$ cat src/rtl/conv2d_ctrl_pkg.sv
// conv2d_ctrl shared types: sequencer state encoding and counter sizing helper.
package conv2d_ctrl_pkg;

   typedef enum logic [1:0] {
      IDLE  = 2'd0,
      ARM   = 2'd1,
      RUN   = 2'd2,
      DRAIN = 2'd3
   } ctrl_state_e;

   // Bits needed to hold every value 0..count without wrapping.
   function automatic int unsigned cnt_width(input int unsigned count);
      return (count < 1) ? 1 : $clog2(count + 1);
   endfunction

endpackage

$ cat src/rtl/conv2d_ctrl_if.sv
// conv2d_ctrl bus: start, weight stream, pixel pass-through, output snoop and status.
// slave = the controller, master = the surrounding frame logic.
interface conv2d_ctrl_if #(
   parameter int unsigned KernelArea  = 9,
   parameter int unsigned WeightWidth = 2
) ();

   logic                              start_i;
   logic                              cfg_valid_i;
   logic                              cfg_ready_o;
   logic [WeightWidth-1:0]            cfg_data_i;
   logic                              pix_valid_i;
   logic                              pix_ready_o;
   logic                              conv_valid_o;
   logic                              conv_ready_i;
   logic                              mon_valid_i;
   logic                              mon_ready_i;
   logic [KernelArea*WeightWidth-1:0] weights_o;
   logic                              busy_o;
   logic                              frame_done_o;
   logic                              err_o;

   modport slave (
      input  start_i, cfg_valid_i, cfg_data_i, pix_valid_i, conv_ready_i,
             mon_valid_i, mon_ready_i,
      output cfg_ready_o, pix_ready_o, conv_valid_o, weights_o, busy_o,
             frame_done_o, err_o
   );

   modport master (
      output start_i, cfg_valid_i, cfg_data_i, pix_valid_i, conv_ready_i,
             mon_valid_i, mon_ready_i,
      input  cfg_ready_o, pix_ready_o, conv_valid_o, weights_o, busy_o,
             frame_done_o, err_o
   );

endinterface

$ cat src/rtl/weight_bank.sv
// Shadow/active kernel weight double buffer. The shadow fills one weight per
// accepted beat (index 0 first); a swap copies a full shadow into the active bank.
module weight_bank
   import conv2d_ctrl_pkg::*;
#(
   parameter int unsigned KernelArea  = 9,
   parameter int unsigned WeightWidth = 2
) (
   input  logic                              clk_i,
   input  logic                              rst_ni,
   input  logic                              wr_valid_i,
   input  logic [WeightWidth-1:0]            wr_data_i,
   output logic                              wr_ready_o,
   input  logic                              swap_i,
   output logic [KernelArea*WeightWidth-1:0] weights_o,
   output logic                              shadow_full_o,
   output logic                              active_valid_o
);

   localparam int unsigned IdxW = cnt_width(KernelArea - 1);
   localparam logic [IdxW-1:0] IdxLast = IdxW'(KernelArea - 1);

   logic [KernelArea-1:0][WeightWidth-1:0] shadow_q;
   logic [KernelArea-1:0][WeightWidth-1:0] active_q;
   logic [IdxW-1:0]                        idx_q;
   logic                                   full_q;
   logic                                   valid_q;
   logic                                   wr_fire;

   assign wr_ready_o     = ~full_q;
   assign wr_fire        = wr_valid_i & ~full_q;
   assign weights_o      = active_q;
   assign shadow_full_o  = full_q;
   assign active_valid_o = valid_q;

   // Shadow fill and shadow->active swap; ready is low while full, so the two never coincide.
   always_ff @(posedge clk_i or negedge rst_ni) begin
      if (!rst_ni) begin
         shadow_q <= '0;
         active_q <= '0;
         idx_q    <= '0;
         full_q   <= 1'b0;
         valid_q  <= 1'b0;
      end else if (wr_fire) begin
         shadow_q[idx_q] <= wr_data_i;
         if (idx_q == IdxLast) begin
            idx_q  <= '0;
            full_q <= 1'b1;
         end else begin
            idx_q <= idx_q + 1'b1;
         end
      end else if (swap_i && full_q) begin
         active_q <= shadow_q;
         full_q   <= 1'b0;
         valid_q  <= 1'b1;
      end
   end

endmodule

$ cat src/rtl/conv2d_ctrl.sv
// conv2d frame sequencer: gates one frame of pixels per start into conv2d,
// counts conv2d outputs until the frame drains, and swaps kernel weights only
// between frames. Optional DRAIN watchdog: define CONV2D_CTRL_TIMEOUT_EN.
module conv2d_ctrl
   import conv2d_ctrl_pkg::*;
#(
   parameter int unsigned LineWidthPx  = 160,
   parameter int unsigned LineCountPx  = 120,
   parameter int unsigned KernelWidth  = 3,
   parameter int unsigned WeightWidth  = 2,
   parameter int unsigned DrainTimeout = 64
) (
   input  logic         clk_i,
   input  logic         rst_ni,
   conv2d_ctrl_if.slave ctrl
);

   localparam int unsigned KernelArea = KernelWidth * KernelWidth;
   localparam int unsigned NumPix     = LineWidthPx * LineCountPx;
   localparam int unsigned NumOut     = (LineWidthPx - KernelWidth + 1) *
                                        (LineCountPx - KernelWidth + 1);
   localparam int unsigned InW        = cnt_width(NumPix);
   localparam int unsigned OutW       = cnt_width(NumOut);
   localparam logic [InW-1:0]  InLast   = InW'(NumPix - 1);
   localparam logic [OutW-1:0] OutTotal = OutW'(NumOut);

   if (KernelWidth > LineWidthPx || KernelWidth > LineCountPx || DrainTimeout == 0) begin : g_bad_cfg
      $error("conv2d_ctrl: kernel larger than frame or zero drain timeout");
   end

   ctrl_state_e      state_q, state_d;
   logic [InW-1:0]   in_cnt_q;
   logic [OutW-1:0]  out_cnt_q;
   logic             frame_done_q;
   logic             shadow_full, active_valid, swap;
   logic             in_fire, in_last, out_inc, drain_done, timeout_hit, frame_end;

   assign in_fire    = (state_q == RUN) & ctrl.pix_valid_i & ctrl.conv_ready_i;
   assign in_last    = in_fire & (in_cnt_q == InLast);
   assign out_inc    = ((state_q == RUN) | (state_q == DRAIN)) & ctrl.mon_valid_i &
                       ctrl.mon_ready_i & (out_cnt_q != OutTotal);
   assign drain_done = (state_q == DRAIN) & (out_cnt_q == OutTotal);
   assign frame_end  = drain_done | timeout_hit;

   weight_bank #(
      .KernelArea (KernelArea),
      .WeightWidth(WeightWidth)
   ) u_bank (
      .clk_i         (clk_i),
      .rst_ni        (rst_ni),
      .wr_valid_i    (ctrl.cfg_valid_i),
      .wr_data_i     (ctrl.cfg_data_i),
      .wr_ready_o    (ctrl.cfg_ready_o),
      .swap_i        (swap),
      .weights_o     (ctrl.weights_o),
      .shadow_full_o (shadow_full),
      .active_valid_o(active_valid)
   );

   // State register.
   always_ff @(posedge clk_i or negedge rst_ni) begin
      if (!rst_ni) state_q <= IDLE;
      else         state_q <= state_d;
   end

   // Next-state logic; start is only honoured in IDLE.
   always_comb begin
      state_d = state_q;
      case (state_q)
         IDLE:    if (ctrl.start_i)                state_d = ARM;
         ARM:     if (active_valid | shadow_full)  state_d = RUN;
         RUN:     if (in_last)                     state_d = DRAIN;
         DRAIN:   if (frame_end)                   state_d = IDLE;
         default:                                  state_d = IDLE;
      endcase
   end

   // Outputs: pixel path is a combinational pass-through only while in RUN.
   always_comb begin
      ctrl.pix_ready_o  = 1'b0;
      ctrl.conv_valid_o = 1'b0;
      ctrl.busy_o       = (state_q != IDLE);
      swap              = 1'b0;
      case (state_q)
         ARM: swap = shadow_full;
         RUN: begin
            ctrl.pix_ready_o  = ctrl.conv_ready_i;
            ctrl.conv_valid_o = ctrl.pix_valid_i;
         end
         default: ;
      endcase
   end

   // Frame input/output counters and the registered completion pulse.
   always_ff @(posedge clk_i or negedge rst_ni) begin
      if (!rst_ni) begin
         in_cnt_q     <= '0;
         out_cnt_q    <= '0;
         frame_done_q <= 1'b0;
      end else begin
         frame_done_q <= frame_end;
         if (frame_end) begin
            in_cnt_q  <= '0;
            out_cnt_q <= '0;
         end else begin
            if (in_fire) in_cnt_q  <= in_cnt_q + 1'b1;
            if (out_inc) out_cnt_q <= out_cnt_q + 1'b1;
         end
      end
   end

   assign ctrl.frame_done_o = frame_done_q;

`ifdef CONV2D_CTRL_TIMEOUT_EN
   localparam int unsigned WdW = cnt_width(DrainTimeout);
   localparam logic [WdW-1:0] WdLast = WdW'(DrainTimeout - 1);

   logic [WdW-1:0] wd_q;
   logic           err_q;

   // Watchdog: consecutive DRAIN cycles without an output count.
   always_ff @(posedge clk_i or negedge rst_ni) begin
      if (!rst_ni)                              wd_q <= '0;
      else if ((state_q != DRAIN) || out_inc)   wd_q <= '0;
      else if (wd_q != WdLast)                  wd_q <= wd_q + 1'b1;
   end

   assign timeout_hit = (state_q == DRAIN) & ~out_inc & ~drain_done & (wd_q == WdLast);

   // Sticky error flag, cleared only by reset.
   always_ff @(posedge clk_i or negedge rst_ni) begin
      if (!rst_ni)          err_q <= 1'b0;
      else if (timeout_hit) err_q <= 1'b1;
   end

   assign ctrl.err_o = err_q;
`else
   assign timeout_hit = 1'b0;
   assign ctrl.err_o  = 1'b0;
`endif

endmodule

$ cat src/flat_wrapper.sv
// flat-port wrapper written by rule: the top's interface ports become plain ports
module conv2d_ctrl_flat import conv2d_ctrl_pkg::*;
#(
   parameter int unsigned LineWidthPx  = 160,
   parameter int unsigned LineCountPx  = 120,
   parameter int unsigned KernelWidth  = 3,
   parameter int unsigned WeightWidth  = 2,
   parameter int unsigned DrainTimeout = 64
)
  (clk_i, rst_ni, ctrl_start_i, ctrl_cfg_valid_i, ctrl_cfg_data_i, ctrl_pix_valid_i, ctrl_conv_ready_i, ctrl_mon_valid_i, ctrl_mon_ready_i, ctrl_cfg_ready_o, ctrl_pix_ready_o, ctrl_conv_valid_o, ctrl_weights_o, ctrl_busy_o, ctrl_frame_done_o, ctrl_err_o);
  conv2d_ctrl_if #(.KernelArea(((3) * (3))), .WeightWidth(WeightWidth)) ctrl_i ();
  input  logic clk_i;
  input  logic rst_ni;
  input wire logic [$bits(ctrl_i.start_i)-1:0] ctrl_start_i;
  input wire logic [$bits(ctrl_i.cfg_valid_i)-1:0] ctrl_cfg_valid_i;
  input wire logic [$bits(ctrl_i.cfg_data_i)-1:0] ctrl_cfg_data_i;
  input wire logic [$bits(ctrl_i.pix_valid_i)-1:0] ctrl_pix_valid_i;
  input wire logic [$bits(ctrl_i.conv_ready_i)-1:0] ctrl_conv_ready_i;
  input wire logic [$bits(ctrl_i.mon_valid_i)-1:0] ctrl_mon_valid_i;
  input wire logic [$bits(ctrl_i.mon_ready_i)-1:0] ctrl_mon_ready_i;
  output wire logic [$bits(ctrl_i.cfg_ready_o)-1:0] ctrl_cfg_ready_o;
  output wire logic [$bits(ctrl_i.pix_ready_o)-1:0] ctrl_pix_ready_o;
  output wire logic [$bits(ctrl_i.conv_valid_o)-1:0] ctrl_conv_valid_o;
  output wire logic [$bits(ctrl_i.weights_o)-1:0] ctrl_weights_o;
  output wire logic [$bits(ctrl_i.busy_o)-1:0] ctrl_busy_o;
  output wire logic [$bits(ctrl_i.frame_done_o)-1:0] ctrl_frame_done_o;
  output wire logic [$bits(ctrl_i.err_o)-1:0] ctrl_err_o;
  assign ctrl_i.start_i = ctrl_start_i;
  assign ctrl_i.cfg_valid_i = ctrl_cfg_valid_i;
  assign ctrl_i.cfg_data_i = ctrl_cfg_data_i;
  assign ctrl_i.pix_valid_i = ctrl_pix_valid_i;
  assign ctrl_i.conv_ready_i = ctrl_conv_ready_i;
  assign ctrl_i.mon_valid_i = ctrl_mon_valid_i;
  assign ctrl_i.mon_ready_i = ctrl_mon_ready_i;
  assign ctrl_cfg_ready_o = ctrl_i.cfg_ready_o;
  assign ctrl_pix_ready_o = ctrl_i.pix_ready_o;
  assign ctrl_conv_valid_o = ctrl_i.conv_valid_o;
  assign ctrl_weights_o = ctrl_i.weights_o;
  assign ctrl_busy_o = ctrl_i.busy_o;
  assign ctrl_frame_done_o = ctrl_i.frame_done_o;
  assign ctrl_err_o = ctrl_i.err_o;
  conv2d_ctrl #(.LineWidthPx(LineWidthPx), .LineCountPx(LineCountPx), .KernelWidth(KernelWidth), .WeightWidth(WeightWidth), .DrainTimeout(DrainTimeout)) u_core (.clk_i(clk_i), .rst_ni(rst_ni), .ctrl(ctrl_i));
endmodule
$ cat config.mk
export PLATFORM = sky130hd
export DESIGN_NAME = conv2d_ctrl_flat
export DESIGN_NICKNAME = d
export VERILOG_FILES = /design/src/rtl/conv2d_ctrl_pkg.sv /design/src/rtl/conv2d_ctrl_if.sv /design/src/rtl/weight_bank.sv /design/src/rtl/conv2d_ctrl.sv /design/src/flat_wrapper.sv
export SDC_FILE = /design/constraint.sdc
export NUM_CORES = 1
export LEC_CHECK = 0
export CAP_MARGIN = 15
export CORE_ASPECT_RATIO = 0.9
export CORE_MARGIN = 2
export CORE_UTILIZATION = 51
export CTS_BUF_LIST = sky130_fd_sc_hd__clkbuf_16
export CTS_CLUSTER_DIAMETER = 120
export DETAILED_ROUTE_END_ITERATION = 16
export GPL_ROUTABILITY_DRIVEN = 0
export HOLD_SLACK_MARGIN = 0.06
export PLACE_DENSITY = 0.75
export SLEW_MARGIN = 10
export SYNTH_ARGS = -nofsm -noshare
export SYNTH_HDL_FRONTEND = slang
export SYNTH_SLANG_ARGS = --single-unit
$ cat constraint.sdc
create_clock -name clk_i -period 2.2 [get_ports clk_i]
set_input_delay 0.44 -clock clk_i [delete_from_list [all_inputs] [get_ports clk_i]]
set_output_delay 0.44 -clock clk_i [all_outputs]
set_load 0.05 [all_outputs]
# Word level (Yosys, flattened, before mapping)
# Index checks and enable logic that the tools add are counted.
# Widths: inputs -> output; s select.
# totals
regBits,75
input_bits,10
output_inout_bits,24
wordCells,83
# op_classes
n_addsub,3
magnitude_cmp,2
n_eq_ne,12
mux,19
bitwise,12
reduce_logical,10
# op_table
operator,n
$mux 15,4
$add 15x1->15 const B,2
$eq 15x15->1 const B,2
$bwmux 18,1
$ne 15x15->1 const B,1
$mux 2,5
$and 1x1->1,8
$demux 2 s4,1
$ne 2x1->1 const B,4
$pmux 2 s4,1
$reduce_bool 2->1,4
$mux 1,6
$lt 4x5->1 const B,1
$add 4x1->4 const B,1
$eq 2x2->1 const B,2
$eq 4x4->1 const B,1
$ge 4x1->1 const B,1
$mux 4,1
$reduce_and 2->1,2
$reduce_and 4->1,1
$eq 2x1->1 const B,1
$logic_and 1x1->1,2
$logic_not 2->1,1
$ne 2x2->1 const B,1
2 further kinds,4

# Longest topological paths before layout
# Gate-level depths: netlist (run 1).
# logic_depth
depth_word,7
ltp_mapped,9
mapped_depth_nobuf,8

# By module
# Synthesis (run 1) repeated with hierarchy kept, for this count alone.
# hier_totals
hier_cells,286
area_unflattened_um2,3473.3
# modules_own_cells
mod,instances,cells_each,area_each_um2,seq_area_each_um2
conv2d_ctrl,1,171,1756.7,825.8
weight_bank,1,115,1716.6,1051.0

# Least setup slack after synthesis (run 1)
# No wires, ideal clock.
# synth_path
path_type,register to register
startpoint,reg u_core.out_cnt_q[3]
endpoint,reg u_core.state_q[1]
setup_ps,128
arrival_ps,2030
t_required_ps,2072
setup_slack_ps,43
path_stages_with_launch,6
n_path_buf,0
synth_period_minus_slack_ps,2157
path_cell_list,dfrtp_1 > or4b_4 > nor4_4 > o221a_2 > a21boi_2 > mux2_1
# synth_via
elab_chain_cells,4
# synth_rtl
element,line,source
"start, declared",conv2d_ctrl.sv:33,logic [OutW-1:0] out_cnt_q;
"start signal, assigned",conv2d_ctrl.sv:107,if (out_inc) out_cnt_q <= out_cnt_q + 1'b1;
$eq 15x15->1,conv2d_ctrl.sv:42,assign drain_done = (state_q == DRAIN) & (out_cnt_q == OutTotal);
$and 1x1->1,conv2d_ctrl.sv:42,
$ne 2x1->1 (no source line),--,
$reduce_and 4->1 (no source line),--,
"end signal, assigned",conv2d_ctrl.sv:63,else state_q <= state_d;
"end, declared",conv2d_ctrl.sv:31,"ctrl_state_e state_q, state_d;"
# Every way passes these cells.
# A chain may end at the register's enable or synchronous reset.

# Worst setup path in the final report (run 1)
# layout_path
startpoint,reg u_core.out_cnt_q[13]
endpoint,reg u_core.state_q[1]
# The elaborated chain is that of the path after synthesis.

==> impl_metrics.sql, run 1 <==
INSERT INTO impl_metrics (metric_group, metric, value, unit) VALUES
('final_layout', 'ff_latch_area', '1880', 'um^2'),
('timing', 'layout_setup_ws', '0.0839', 'ns'),
('worst_setup_path', 'timing.reg2reg.worst_path_depth', '5', ''),
('worst_setup_path', 'critPathKind', 'flip-flop to flip-flop', ''),
('floorplan', 'die-width', '90.2', 'um'),
('min_path', 'worst_hold_path_type', 'input pin to async pin', ''),
('final_layout', 'final_layout_size_suffix_gt1_share', '22.5', '%'),
('clock_tree', 'clock_path_buffers', '2', ''),
('final_layout', 'finish.utilization', '64.9', '%'),
('drt', 'route.vias.total', '2210', ''),
('drt', 'post-route-drc-count', '0', ''),
('timing', 'drv_slew', '0', ''),
('drt', 'detailedRoute.firstPassIterationCount', '4', ''),
('power_and_ir_drop', 'power.combinational.fraction', '36.3', '%'),
('logic_synthesis', 'yosysWarnings', '0', ''),
('final_layout', 'total_area_of_multi_input_combinational_cells', '1460', 'um^2'),
('logic_synthesis', 'synth.cell_area', '3410', 'um^2'),
('drt', 'post_drt_wl_per_cell', '13.8', 'um'),
('final_layout', 'area.growth.synth_to_final', '24.1', '%'),
('worst_setup_path', 'critPathCaptureType', 'flip-flop', ''),
('logic_synthesis', 'syn_inst', '285', ''),
('placed_design', 'post-place-ws', '0.0891', 'ns'),
('logic_synthesis', 'synth_top_area_cell', 'sky130_fd_sc_hd__dfrtp_1', ''),
('drt', 'vias_per_cell', '5.12', ''),
('logic_synthesis', 'synth_sequential_area_ratio', '55.0', '%'),
('drt', 'drt_wl_total', '5.97', 'mm'),
('timing', 'grt_setup_unrepaired', 'yes', ''),
('final_layout', 'final.fill_count', '490', ''),
('timing', 'setup_viol', '0', ''),
('worst_setup_path', 'worst_path_max_delay_cell', 'sky130_fd_sc_hd__or4bb_1', ''),
('worst_setup_path', 'timing.critical_path.cells', 'or4bb_1 -> nor4_4 -> o221a_2 -> a21boi_2 -> mux2_1', ''),
('clock_tree', 'clock_tree_from_tritoncts', 'yes', ''),
('power_and_ir_drop', 'report.power.total', '5.47', 'mW'),
('worst_setup_path', 'setup.worst_path.start_class', 'flip-flop', ''),
('floorplan', 'rows', '28', ''),
('status', 'run_status', 'finished, final reports clean', ''),
('power_and_ir_drop', 'power_switching_share', '36.3', '%'),
('clock_tree', 'cts.clk_slew.worst_paths', '0.06', 'ns'),
('power_and_ir_drop', 'internal_power', '3.49', 'mW'),
('timing', 'clock.fmax', '0.473', 'GHz'),
('clock_tree', 'tritoncts_buffer_count', '9', ''),
('logic_synthesis', 'post_synth_main_area_contributors', 'sky130_fd_sc_hd__dfrtp_1 (55%), sky130_fd_sc_hd__mux2_2 (12%), sky130_fd_sc_hd__ha_1 (4.4%)', ''),
('logic_synthesis', 'ys_seq_elements', '75', ''),
('power_and_ir_drop', 'power.share.clock', '24.9', '%'),
('timing', 'post-route-period-util', '96.2', '%'),
('drt', 'ant_nets', '0', ''),
('final_layout', 'finalNetCount', '359', ''),
('power_and_ir_drop', 'switching_power', '1.99', 'mW'),
('clock_tree', 'clock_sink_count', '75', ''),
('worst_setup_path', 'critPathRequiredTime', '2.42', 'ns'),
('worst_setup_path', 'arrival', '2.33', 'ns'),
('floorplan', 'dieArea', '7360', 'um^2'),
('timing', 'worst-slew-pin-transition', '0.499', 'ns'),
('clock_tree', 'worst_skew_pair.late_latency', '0.33', 'ns'),
('power_and_ir_drop', 'p_leak', '2.02', 'nW'),
('global_route', 'first_global_vias', '2214', ''),
('global_route', 'globalRouteTotalUtil', '18.5', '%'),
('placed_design', 'place.detailed.instances', '415', ''),
('placed_design', 'portBuffers', '32', ''),
('power_and_ir_drop', 'power-per-cell-area', '1290', 'nW/um^2'),
('logic_synthesis', 'syn-num-nets', '307', ''),
('final_layout', 'mostFrequentLayoutCell', 'sky130_fd_sc_hd__dfrtp_1', ''),
('drt', 'drt_iter0_drc', '126', ''),
('global_route', 'grt_remaining_overflow', '0', ''),
('floorplan', 'core_footprint', '6520', 'um^2'),
('timing', 'period_needed', '2.12', 'ns'),
('timing', 'finClkSkew', '0.00648', 'ns'),
('power_and_ir_drop', 'ir_drop', '0.745', 'mV'),
('timing', 'worst_slew_margin_rel', '66.6', '%'),
('floorplan', 'initial_utilization', '52.3', '%'),
('clock_tree', 'cts-hold-fix-buffers', '0', '');
-- cell type report --
class	instances	share of cell area [%]
sequential	75	44.4
tap	90	2.66
multi-input combinational	192	34.4
clock inverter	7	1.33
clock buffer	9	5.32
inverter	12	1.06
timing repair buffer	47	10.8
-- through the flow --
step	hold slack, ns	area (um^2)
2_1_floorplan	0.144	3410
3_3_place_gp	0.432	3940
3_5_place_dp	0.431	3940
4_1_cts	0.0760	4220
5_1_grt	0.0947	4230
6_report	0.0594	4230
-- metal layers --
| layer | routed length (um) | GRT usage, % | vias up |
|---|---|---|---|
| met3 | 249 | 6.51 | 10 |
| met4 | 90 | 6.46 | 0 |
| li1 | - | - | 1074 |
| met1 | 2840 | 23.3 | 1090 |
| met5 | 0 | 0 | - |
| met2 | 2790 | 30.2 | 36 |
-- worst max-delay path: cells and delay by family (launching register included) --
kind / cells / cell delay (ns)
simple gates: 2 / 0.85
compound gates: 2 / 0.42
flops: 1 / 0.40
mux: 1 / 0.33
-- logic make-up after synthesis --
kind of cell	count (synthesis)	share of synthesized area, %
multiplexers	41	13.4
adder cells (fa/ha/maj)	12	4.40
AND/OR/NAND/NOR	100	15.4
XOR/XNOR	24	6.16
buffers and inverters	18	2.31
other	1	0.110
flip-flops	75	55.0
AO/OA/AOI/OAI	14	3.19
-- state kept, by name, indices dropped and copies added, names as in the netlist --
name,flops
u_core.u_bank.active_valid_o,1
u_core.u_bank.weights_o,18
u_core.u_bank.idx_q,4
u_core.u_bank.shadow_full_o,1
u_core.out_cnt_q,15
u_core.in_cnt_q,15
u_core.u_bank.shadow_q,18
u_core.ctrl.frame_done_o,1
u_core.state_q,2
-- path summary, 6_finish.rpt --
check / slack, ns / startpoint / end
min in group clk_i: 0.46 / u_core.u_bank.active_valid_o / u_core.u_bank.active_valid_o
hold reg to reg: 0.46 / u_core.u_bank.active_valid_o / u_core.u_bank.active_valid_o
max in group asynchronous: 1.54 / rst_ni / u_core.out_cnt_q[10]
setup reg to reg: 0.08 / u_core.out_cnt_q[13] / u_core.state_q[1]
hold / removal: 0.06 / rst_ni / u_core.in_cnt_q[5]
setup / recovery: 0.08 / u_core.out_cnt_q[13] / u_core.state_q[1]
-- power groups by stage --
stage	clock [mW]	combinational, mW	sequential [mW]
floorplan	0	0.951	2.52
global placement	0	1.94	2.13
detailed placement	0	1.98	2.15
CTS	1.40	1.99	2.12
global route	1.47	2.15	2.19
finish	1.36	1.99	2.12
-- cells in the mapped netlist --
library cell and instances:
sky130_fd_sc_hd__nand2b_1 3, sky130_fd_sc_hd__mux2_1 1, sky130_fd_sc_hd__a21o_1 3, sky130_fd_sc_hd__a21boi_2 1
sky130_fd_sc_hd__mux2i_1 3, sky130_fd_sc_hd__or4b_4 1, sky130_fd_sc_hd__o21ai_0 4, sky130_fd_sc_hd__ha_1 12
sky130_fd_sc_hd__inv_1 12, sky130_fd_sc_hd__conb_1 1, sky130_fd_sc_hd__nor4_4 1, sky130_fd_sc_hd__nor4_1 1
sky130_fd_sc_hd__nand2_1 25, sky130_fd_sc_hd__or3_1 2, sky130_fd_sc_hd__clkbuf_1 3, sky130_fd_sc_hd__nand4_1 5
sky130_fd_sc_hd__nand3_1 10, sky130_fd_sc_hd__or4bb_1 2, sky130_fd_sc_hd__a22o_1 2, sky130_fd_sc_hd__xor2_1 11
sky130_fd_sc_hd__buf_4 3, sky130_fd_sc_hd__o221a_2 1, sky130_fd_sc_hd__and2_1 3, sky130_fd_sc_hd__and4_1 5
sky130_fd_sc_hd__nor2_1 26, sky130_fd_sc_hd__a2bb2oi_1 1, sky130_fd_sc_hd__xnor2_1 13, sky130_fd_sc_hd__o211ai_1 1
sky130_fd_sc_hd__mux2_2 37, sky130_fd_sc_hd__and3_1 6, sky130_fd_sc_hd__o211a_1 1, sky130_fd_sc_hd__nor3b_1 1
sky130_fd_sc_hd__nor3_1 6, sky130_fd_sc_hd__nor2b_1 3, sky130_fd_sc_hd__dfrtp_1 75
-- what timing repair did --
item                       4_1_cts  5_1_grt
buffers inserted                 0        1
setup endpoints to repair        0        1
gates resized for setup          0        1
Note: power is estimated with default switching activity, not from simulation.
==> run 2: changes to the inputs <==
--- a/config.mk
+++ b/config.mk
@@ -7,7 +7,6 @@
 export LEC_CHECK = 0
 export CAP_MARGIN = 15
 export CORE_ASPECT_RATIO = 0.9
-export CORE_MARGIN = 2
 export CORE_UTILIZATION = 51
 export CTS_BUF_LIST = sky130_fd_sc_hd__clkbuf_16
 export CTS_CLUSTER_DIAMETER = 120
==> run 2 against run 1 <==
Net effect: final cell count increased by 0.46%; clock skew about the same; power is 4.7% higher; die area shrank 4.6%; sequential power barely moved; register-to-register slack hardly changed; core utilization is 3.7 points higher; critical path depth unchanged; worst hold slack better by 0.41 ns; largest power group unchanged.
==> impl_metrics.sql, run 2 (synthesis gave the netlist of run 1 again) <==
INSERT INTO impl_metrics (metric_group, metric, value, unit) VALUES
('status', 'run_status', 'finished, final reports clean', ''),
('final_layout', 'area.growth.synth_to_final', '26.4', '%'),
('global_route', 'grt_first_pass_wirelength', '10.8', 'mm'),
('power_and_ir_drop', 'power-per-cell-area', '1330', 'nW/um^2'),
('floorplan', 'rows', '27', ''),
('timing', 'period_needed', '2.13', 'ns'),
('power_and_ir_drop', 'power.combinational.fraction', '36.7', '%'),
('worst_setup_path', 'max_stage_delay', '0.55', 'ns'),
('global_route', 'first_global_vias', '2289', ''),
('final_layout', 'finish.utilization', '68.6', '%'),
('power_and_ir_drop', 'report.power.total', '5.73', 'mW'),
('run', 'timing.max_cap.violations', '0', ''),
('power_and_ir_drop', 'seq_power_share', '37.0', '%'),
('timing', 'drv_slew', '0', ''),
('timing', 'worst-slew-pin-transition', '0.506', 'ns'),
('floorplan', 'initial_utilization', '54.3', '%'),
('worst_setup_path', 'worst_path_max_delay_cell', 'sky130_fd_sc_hd__or4bb_4', ''),
('clock_tree', 'tritoncts_buffer_count', '9', ''),
('clock_tree', 'htree_levels', '3', ''),
('drt', 'detailedRoute.firstPassIterationCount', '4', ''),
('timing', 'layout_setup_ws', '0.0713', 'ns'),
('final_layout', 'num_antenna_cells', '0', ''),
('global_route', 'grt_max_degree', '35', ''),
('clock_tree', 'clock_sink_count', '75', ''),
('placed_design', 'postPlaceCellArea', '3950', 'um^2'),
('final_layout', 'total_area_of_multi_input_combinational_cells', '1470', 'um^2'),
('placed_design', 'post-place-ws', '0.0674', 'ns'),
('worst_setup_path', 'critical_path_buf_inv_count', '0', ''),
('timing', 'finClkSkew', '0.00615', 'ns'),
('final_layout', 'ff_latch_area', '1880', 'um^2'),
('drt', 'post-route-drc-count', '0', ''),
('drt', 'vias_per_cell', '5.20', ''),
('worst_setup_path', 'setup.worst_path.start_class', 'flip-flop', ''),
('floorplan', 'top_level_ports', '34', ''),
('timing', 'setup_viol', '0', ''),
('final_layout', 'final_area', '4310', 'um^2'),
('floorplan', 'die_height', '79.6', 'um'),
('worst_setup_path', 'critPathRequiredTime', '2.41', 'ns'),
('final_layout', 'finish.cell_count_without_fillers', '434', ''),
('timing', 'clock.fmax', '0.470', 'GHz'),
('global_route', 'grt_remaining_overflow', '0', ''),
('power_and_ir_drop', 'internal_power', '3.75', 'mW'),
('timing', 'finalHoldViolCount', '0', ''),
('final_layout', 'final.fill_count', '482', ''),
('clock_tree', 'cts.clk_slew.worst_paths', '0.06', 'ns'),
('global_route', 'grt_antenna_before_repair', '0', ''),
('global_route', 'globalRouteTotalUtil', '20.6', '%'),
('final_layout', 'finalNetCount', '364', ''),
('timing', 'post-route-period-util', '96.8', '%'),
('drt', 'post_drt_wl_per_cell', '14.6', 'um'),
('power_and_ir_drop', 'p_leak', '2.07', 'nW'),
('min_path', 'worst_hold_path_type', 'flip-flop to flip-flop', ''),
('timing', 'worst_slew_margin_rel', '66.2', '%'),
('power_and_ir_drop', 'power_switching_share', '34.4', '%'),
('power_and_ir_drop', 'power.share.clock', '26.3', '%'),
('timing', 'finalSetupTns', '0', 'ns'),
('clock_tree', 'clock_path_buffers', '2', ''),
('final_layout', 'final_layout_size_suffix_gt1_share', '23.1', '%'),
('drt', 'drt_iter0_drc', '70', ''),
('clock_tree', 'cts_root_buf', 'sky130_fd_sc_hd__clkbuf_16', ''),
('placed_design', 'place.detailed.instances', '414', ''),
('timing', 'final.hold.worst_slack', '0.472', 'ns'),
('timing', 'grt_setup_unrepaired', 'no', ''),
('clock_tree', 'clock_tree_from_tritoncts', 'yes', ''),
('worst_setup_path', 'path_delay_family', 'simple AND/OR/NAND/NOR gates', ''),
('floorplan', 'die-width', '88.2', 'um'),
('worst_setup_path', 'timing.critical_path.cells', 'or4bb_4 -> nor4_4 -> o221a_2 -> a21boi_4 -> mux2_4', ''),
('worst_setup_path', 'critPathCaptureType', 'flip-flop', ''),
('worst_setup_path', 'path_max_fanout', '3', ''),
('power_and_ir_drop', 'ir_drop', '0.899', 'mV'),
('power_and_ir_drop', 'switching_power', '1.97', 'mW'),
('worst_setup_path', 'arrival', '2.34', 'ns'),
('drt', 'route.vias.total', '2258', ''),
('floorplan', 'dieArea', '7020', 'um^2'),
('final_layout', 'final_cell_mix', 'sky130_fd_sc_hd__dfrtp_1 (75), sky130_fd_sc_hd__mux2_2 (37), sky130_fd_sc_hd__clkdlybuf4s50_1 (28)', ''),
('drt', 'drt_wl_total', '6.33', 'mm'),
('floorplan', 'core_footprint', '6280', 'um^2'),
('clock_tree', 'worst_skew_pair.late_latency', '0.33', 'ns'),
('final_layout', 'mostFrequentLayoutCell', 'sky130_fd_sc_hd__dfrtp_1', ''),
('drt', 'ant_nets', '0', ''),
('worst_setup_path', 'critPathKind', 'flip-flop to flip-flop', ''),
('placed_design', 'detailedPlacementHpwl', '4.18', 'mm'),
('placed_design', 'portBuffers', '32', '');
[run 2: per-layer routing]
layer	share of wire [%]	global-route usage, %	vias to the layer above	routed length, um
li1	-	-	1094	-
met1	47	26.9	1121	2950
met2	49	33.5	37	3070
met3	3.7	5.89	6	232
met4	1.2	5.48	0	73
met5	0	0	-	0
[run 2: worst register-to-register path, delay by kind of cell (launching register included)]
family,cells,cell delay [ns]
AND/OR/NAND/NOR,2,0.86
flip-flops,1,0.41
multiplexers,1,0.31
AO/OA/AOI/OAI,2,0.44
[run 2: worst paths after layout]
| check | from | end | slack, ns | cells after the start |
|---|---|---|---|---|
| max | u_core.out_cnt_q[13] | u_core.state_q[1] | 0.07 | 5 |
| min | u_core.u_bank.active_valid_o | u_core.u_bank.active_valid_o | 0.47 | 1 |
| max reg2reg | u_core.out_cnt_q[13] | u_core.state_q[1] | 0.07 | 5 |
| min reg2reg | u_core.u_bank.active_valid_o | u_core.u_bank.active_valid_o | 0.47 | 1 |
| max in group asynchronous | rst_ni | u_core.u_bank.shadow_q[0] | 1.06 | 3 |
| min in group asynchronous | rst_ni | u_core.in_cnt_q[3] | 0.54 | 2 |
[run 2: timing repair]
item,CTS,global route
buffers inserted,0,3
hold buffers,1,0
hold endpoints to repair,15,0
resized for setup,0,4
setup endpoints to repair,0,1
[run 2: layout make-up]
class                      instances  share of cell area [%]
timing repair buffer              52                    11.6
sequential                        75                    43.5
tap                               87                    2.52
clock buffer                       9                    5.22
inverter                          12                    1.04
clock inverter                     7                    1.94
multi-input combinational        192                    34.1
[run 2: power groups by stage]
stage	Combinational, mW	Clock (mW)	Sequential [mW]
5_1_grt	2.27	1.59	2.18
6_report	2.10	1.51	2.12
3_5_place_dp	2.00	0	2.13
3_3_place_gp	1.96	0	2.11
2_1_floorplan	0.951	0	2.52
4_1_cts	2.03	1.53	2.12
